--- src/rtl/mux4_1_rr_arbiter_if.sv ---
// Request/data/grant bundle between the four mux requesters and the round-robin arbiter.
// The master side drives requests and data; the slave side (arbiter) returns grant and mux output.
interface mux4_1_rr_arbiter_if;
   logic [3:0] req_in;
   logic [3:0] data_in;
   logic [3:0] grant_out;
   logic [1:0] sel_out;
   logic       y_out;
   logic       valid_out;
   logic       busy_out;

   modport master (
      output req_in, data_in,
      input  grant_out, sel_out, y_out, valid_out, busy_out
   );

   modport slave (
      input  req_in, data_in,
      output grant_out, sel_out, y_out, valid_out, busy_out
   );
endinterface

--- src/rtl/mux4_1_rr_arbiter.sv ---
// Round-robin arbiter driving the 4:1 mux select, with a per-grant hold limit
// and a registered data bit qualified by valid_out.
//
//   state | meaning
//   IDLE  | no grant active; outputs idle, y_out holds its last value
//   GRANT | one requester (sel_q) owns the mux; cnt_q counts held cycles
module mux4_1_rr_arbiter #(
   parameter int HOLD_MAX = 4
) (
   input  logic              clk_in,
   input  logic              rst_in,
   mux4_1_rr_arbiter_if.slave bus
);

   localparam logic [3:0] HOLD_LIM = 4'(HOLD_MAX);

   typedef enum logic {IDLE, GRANT} state_t;

   state_t     state_q, state_n;
   logic [3:0] grant_q, grant_n;
   logic [1:0] sel_q, sel_n;
   logic [1:0] ptr_q, ptr_n;
   logic [3:0] cnt_q, cnt_n;
   logic       y_q;
   logic       valid_q;
   logic [2:0] win_idle;
   logic [2:0] win_rel;
   logic [1:0] ptr_rel;

   // Returns {found, index}; the lowest offset from p with a set request wins.
   function automatic logic [2:0] rr_pick(input logic [3:0] req, input logic [1:0] p);
      logic [1:0] idx;
      logic [2:0] res;
      res = 3'b000;
      for (int i = 3; i >= 0; i--) begin
         idx = p + 2'(i);
         if (req[idx]) res = {1'b1, idx};
      end
      return res;
   endfunction

   assign ptr_rel  = sel_q + 2'd1;
   assign win_idle = rr_pick(bus.req_in, ptr_q);
   assign win_rel  = rr_pick(bus.req_in, ptr_rel);

   always_ff @(posedge clk_in) begin
      if (rst_in) begin
         state_q <= IDLE;
         grant_q <= 4'b0000;
         sel_q   <= 2'd0;
         ptr_q   <= 2'd0;
         cnt_q   <= 4'd0;
         y_q     <= 1'b0;
         valid_q <= 1'b0;
      end else begin
         state_q <= state_n;
         grant_q <= grant_n;
         sel_q   <= sel_n;
         ptr_q   <= ptr_n;
         cnt_q   <= cnt_n;
         valid_q <= |grant_q;
         if (|grant_q) y_q <= bus.data_in[sel_q];
      end
   end

   always_comb begin
      state_n = state_q;
      grant_n = grant_q;
      sel_n   = sel_q;
      ptr_n   = ptr_q;
      cnt_n   = cnt_q;
      unique case (state_q)
         IDLE: begin
            if (win_idle[2]) begin
               state_n = GRANT;
               grant_n = 4'b0001 << win_idle[1:0];
               sel_n   = win_idle[1:0];
               cnt_n   = 4'd1;
            end
         end
         GRANT: begin
            if (bus.req_in[sel_q] && (cnt_q < HOLD_LIM)) begin
               cnt_n = cnt_q + 4'd1;
            end else begin
               // Release re-arbitrates in the same cycle so hand-off has no bubble.
               ptr_n = ptr_rel;
               if (win_rel[2]) begin
                  grant_n = 4'b0001 << win_rel[1:0];
                  sel_n   = win_rel[1:0];
                  cnt_n   = 4'd1;
               end else begin
                  state_n = IDLE;
                  grant_n = 4'b0000;
                  cnt_n   = 4'd0;
               end
            end
         end
         default: state_n = IDLE;
      endcase
   end

   assign bus.grant_out = grant_q;
   assign bus.sel_out   = sel_q;
   assign bus.y_out     = y_q;
   assign bus.valid_out = valid_q;
   assign bus.busy_out  = |grant_q;

endmodule

--- src/flat_wrapper.sv ---
// flat-port wrapper written by rule: the top's interface ports become plain ports
module mux4_1_rr_arbiter_flat 
#(
   parameter int HOLD_MAX = 4
)
  (clk_in, rst_in, bus_req_in, bus_data_in, bus_grant_out, bus_sel_out, bus_y_out, bus_valid_out, bus_busy_out);
  mux4_1_rr_arbiter_if bus_i ();
  input  logic clk_in;
  input  logic rst_in;
  input wire logic [$bits(bus_i.req_in)-1:0] bus_req_in;
  input wire logic [$bits(bus_i.data_in)-1:0] bus_data_in;
  output wire logic [$bits(bus_i.grant_out)-1:0] bus_grant_out;
  output wire logic [$bits(bus_i.sel_out)-1:0] bus_sel_out;
  output wire logic [$bits(bus_i.y_out)-1:0] bus_y_out;
  output wire logic [$bits(bus_i.valid_out)-1:0] bus_valid_out;
  output wire logic [$bits(bus_i.busy_out)-1:0] bus_busy_out;
  assign bus_i.req_in = bus_req_in;
  assign bus_i.data_in = bus_data_in;
  assign bus_grant_out = bus_i.grant_out;
  assign bus_sel_out = bus_i.sel_out;
  assign bus_y_out = bus_i.y_out;
  assign bus_valid_out = bus_i.valid_out;
  assign bus_busy_out = bus_i.busy_out;
  mux4_1_rr_arbiter #(.HOLD_MAX(HOLD_MAX)) u_core (.clk_in(clk_in), .rst_in(rst_in), .bus(bus_i));
endmodule
--- config.mk ---
export PLATFORM = sky130hd
export DESIGN_NAME = mux4_1_rr_arbiter_flat
export DESIGN_NICKNAME = d
export VERILOG_FILES = /design/src/rtl/mux4_1_rr_arbiter_if.sv /design/src/rtl/mux4_1_rr_arbiter.sv /design/src/flat_wrapper.sv
export SDC_FILE = /design/constraint.sdc
export NUM_CORES = 1
export LEC_CHECK = 0
export ABC_AREA = 1
export CORE_MARGIN = 8
export CORE_UTILIZATION = 37
export DETAILED_ROUTE_END_ITERATION = 10
export PLACE_DENSITY = 0.7
export SYNTH_ARGS = -nofsm -noshare
export SYNTH_HDL_FRONTEND = slang
export SYNTH_SLANG_ARGS = --single-unit
--- constraint.sdc ---
create_clock -name clk_in -period 1.9 [get_ports clk_in]
set_input_delay 0.38 -clock clk_in [delete_from_list [all_inputs] [get_ports clk_in]]
set_output_delay 0.38 -clock clk_in [all_outputs]
set_load 0.02 [all_outputs]
==> metrics <==
met3 wire len=51 um; Antenna Violating Nets Remaining=0; CP startpoint kind=flop; Worst Hold Class=reg2reg; GPL Wtd Cong=0.8067; status=completed; Hold Violations, Final=0; final global-route overflow total=0; num rows=21; die area=5395 sq um; worst-path fanout max=8; residual DRC count=0; starting density of the core=0.3748; critical path class=reg2out; max_cap viols=0; share of the synthesized area in the top cell type=0.2459; Slew HR=0.8144; period utilization=0.9716; n_diodes=0; gr usage total=0.1105; vias in the first global route=1155; WHS Path Cells=2; drt first pass iters=4; core area=3258 sq um; TritonCTS clock tree=done; synth warn=0; f_max=541.7 MHz; reg-to-reg setup timing slack=0.24 ns; Synth area leader=dfxtp_1; number of max-slew violations in the final report=0; WL final=2799 um; via count=1260; met2 WL=1264 um; RSZ-0062 raised after global routing=no; initial antenna violation count=0; via/cell ratio=4.468; initial drt markers=74; Layout area overhead=30.12%; layout cells sized above 1=0.2246; metal1 wirelength=1445 um; Port Buffers=18; ranking of synthesized cells by area=dfxtp_1, nand2_1, inv_1; Die X=73.45 um; HPWL after DPL=2308 um; Clk pin slew, worst setup/hold paths=0.09 ns; largest net degree at the start of global routing=13; peak supply drop=0.0008963 V; Placed Instances=278; setup violators final=0; top-count cell post-synth=nand2_1; Worst Skew=0.001909 ns; worst setup margin=0.05391 ns; worst skew pair latency=0.29 ns; Non-Filler Instances=282; R2R depth=12; post-place setup slack=-0.2123 ns; Die Ht=73.45 um; Crit. End Element=output pin; PwrDens=1571 nW/um^2; Sink Count=15; Distinct cells, synth=26; Async SR Flop Fraction=0; post-route cell area=1589 sq um; Crit path arrival time=1.47 ns; sequential fraction of the synthesis area=0.2459; Post-synth EDFFs=0; Ports=19; Power Total=2497 uW; H-tree Lvls=1; synthesized cell area=1221 sq um; DR WL/cell=9.926 um; Mapped Nets=212; Leakage=0.0008074 uW; Synth top cells by count=nand2_1, inv_1, nor2_1; CTS Buf Count=3; Yosys reg bits=15; cell count after synthesis=201; Worst Path Required=1.52 ns; Max Root-Sink Buffers=2; syn_area_per_cell=6.075 sq um; Slew @ Worst Pin=0.2781 ns; # fillers=345; cts hold-fix bufs=0; nets@finish=248; Final min period=1.846 ns; top routing layer used=met4; dominant synthesized flop cell=dfxtp_1; DP Area=1551 sq um; first-pass GRT wire length=4802 um; Root Driver=clkbuf_4
==> metrics by stage <==
step                      utilization  setup TNS [ns]  hold slack, ns
after detailed placement       0.4762          -1.333          0.4274
after global placement         0.4762          -1.110          0.4242
after floorplan                     -               0          0.4172
final                          0.4877               0          0.4417
after CTS                      0.4843               0          0.4433
after global routing           0.4877               0          0.4858
==> critical path, cell delays in order (launching register included) <==
cell and delay [ns]:
dfxtp_1 0.40, buf_4 0.18, clkdlybuf4s50_1 0.60
==> cells in the final DEF (no fill, tap or decap), drive strengths merged <==
cell           count
and3               1
ha                 1
nand4              1
clkinv             2
clkdlybuf4s50     16
clkbuf             3
dlymetal6s2s       1
nor2              23
o21bai             1
o22ai              1
inv               23
a21oi              9
buf               17
nand2             87
o21ai             21
dfxtp             15
nor4               1
nand3             11
dlygate4sd2        1
o211ai             1
==> cells by family (layout without fill, tap and decap cells) <==
group / Yosys count / in the layout / share of synthesized area
buffers and inverters: 28 / 63 / 0.1025
flip-flops: 15 / 15 / 0.2459
adder cells (fa/ha/maj): 1 / 1 / 0.01024
AO/OA/AOI/OAI: 33 / 33 / 0.1629
AND/OR/NAND/NOR: 124 / 124 / 0.4785
==> routing by layer <==
metal / up-vias / GRT usage
li1: 704 / -
met1: 536 / 0.1380
met2: 16 / 0.1811
met3: 4 / 0.01364
met4: 0 / 0.05322
met5: - / 0
==> final cells by class <==
class                           instances  area [sq um]  area share
Sequential cell                        15         300.3      0.1890
Inverter                               24         90.09     0.05669
Timing Repair Buffer                   35         309.0      0.1945
Clock buffer                            3         22.52     0.01417
Clock inverter                          1         5.005    0.003150
Multi-Input combinational cell        158         804.5      0.5063
Tap cell                               46         57.56     0.03622
==> power by group <==
group	total (uW)	switching, uW	internal (uW)	leakage [uW]
logic	1780	1050	730	0.000666
clock network	187	109	78.3	0.0000177
registers	527	105	421	0.000124
total	2500	1270	1230	0.000807
==> registers in the layout (all words and copies together) (netlist names) <==
register / flops
u_core.bus.grant_out: 4
u_core.bus.sel_out: 2
u_core.bus.valid_out: 1
u_core.bus.y_out: 1
u_core.cnt_q: 4
u_core.ptr_q: 2
u_core.state_q: 1
==> timing repair <==
action	CTS	global route
endpoints found under the setup margin	1	6
gates resized for setup	1	5
setup buffers	0	0
==> final timing paths <==
check | startpoint | to
max | u_core.bus.sel_out[0] | bus_sel_out[0]
max reg2reg | u_core.bus.sel_out[0] | u_core.bus.grant_out[0]
min reg2reg | u_core.cnt_q[3] | u_core.cnt_q[3]
min | u_core.cnt_q[3] | u_core.cnt_q[3]
No activity file was read; power rests on OpenSTA's default activity.
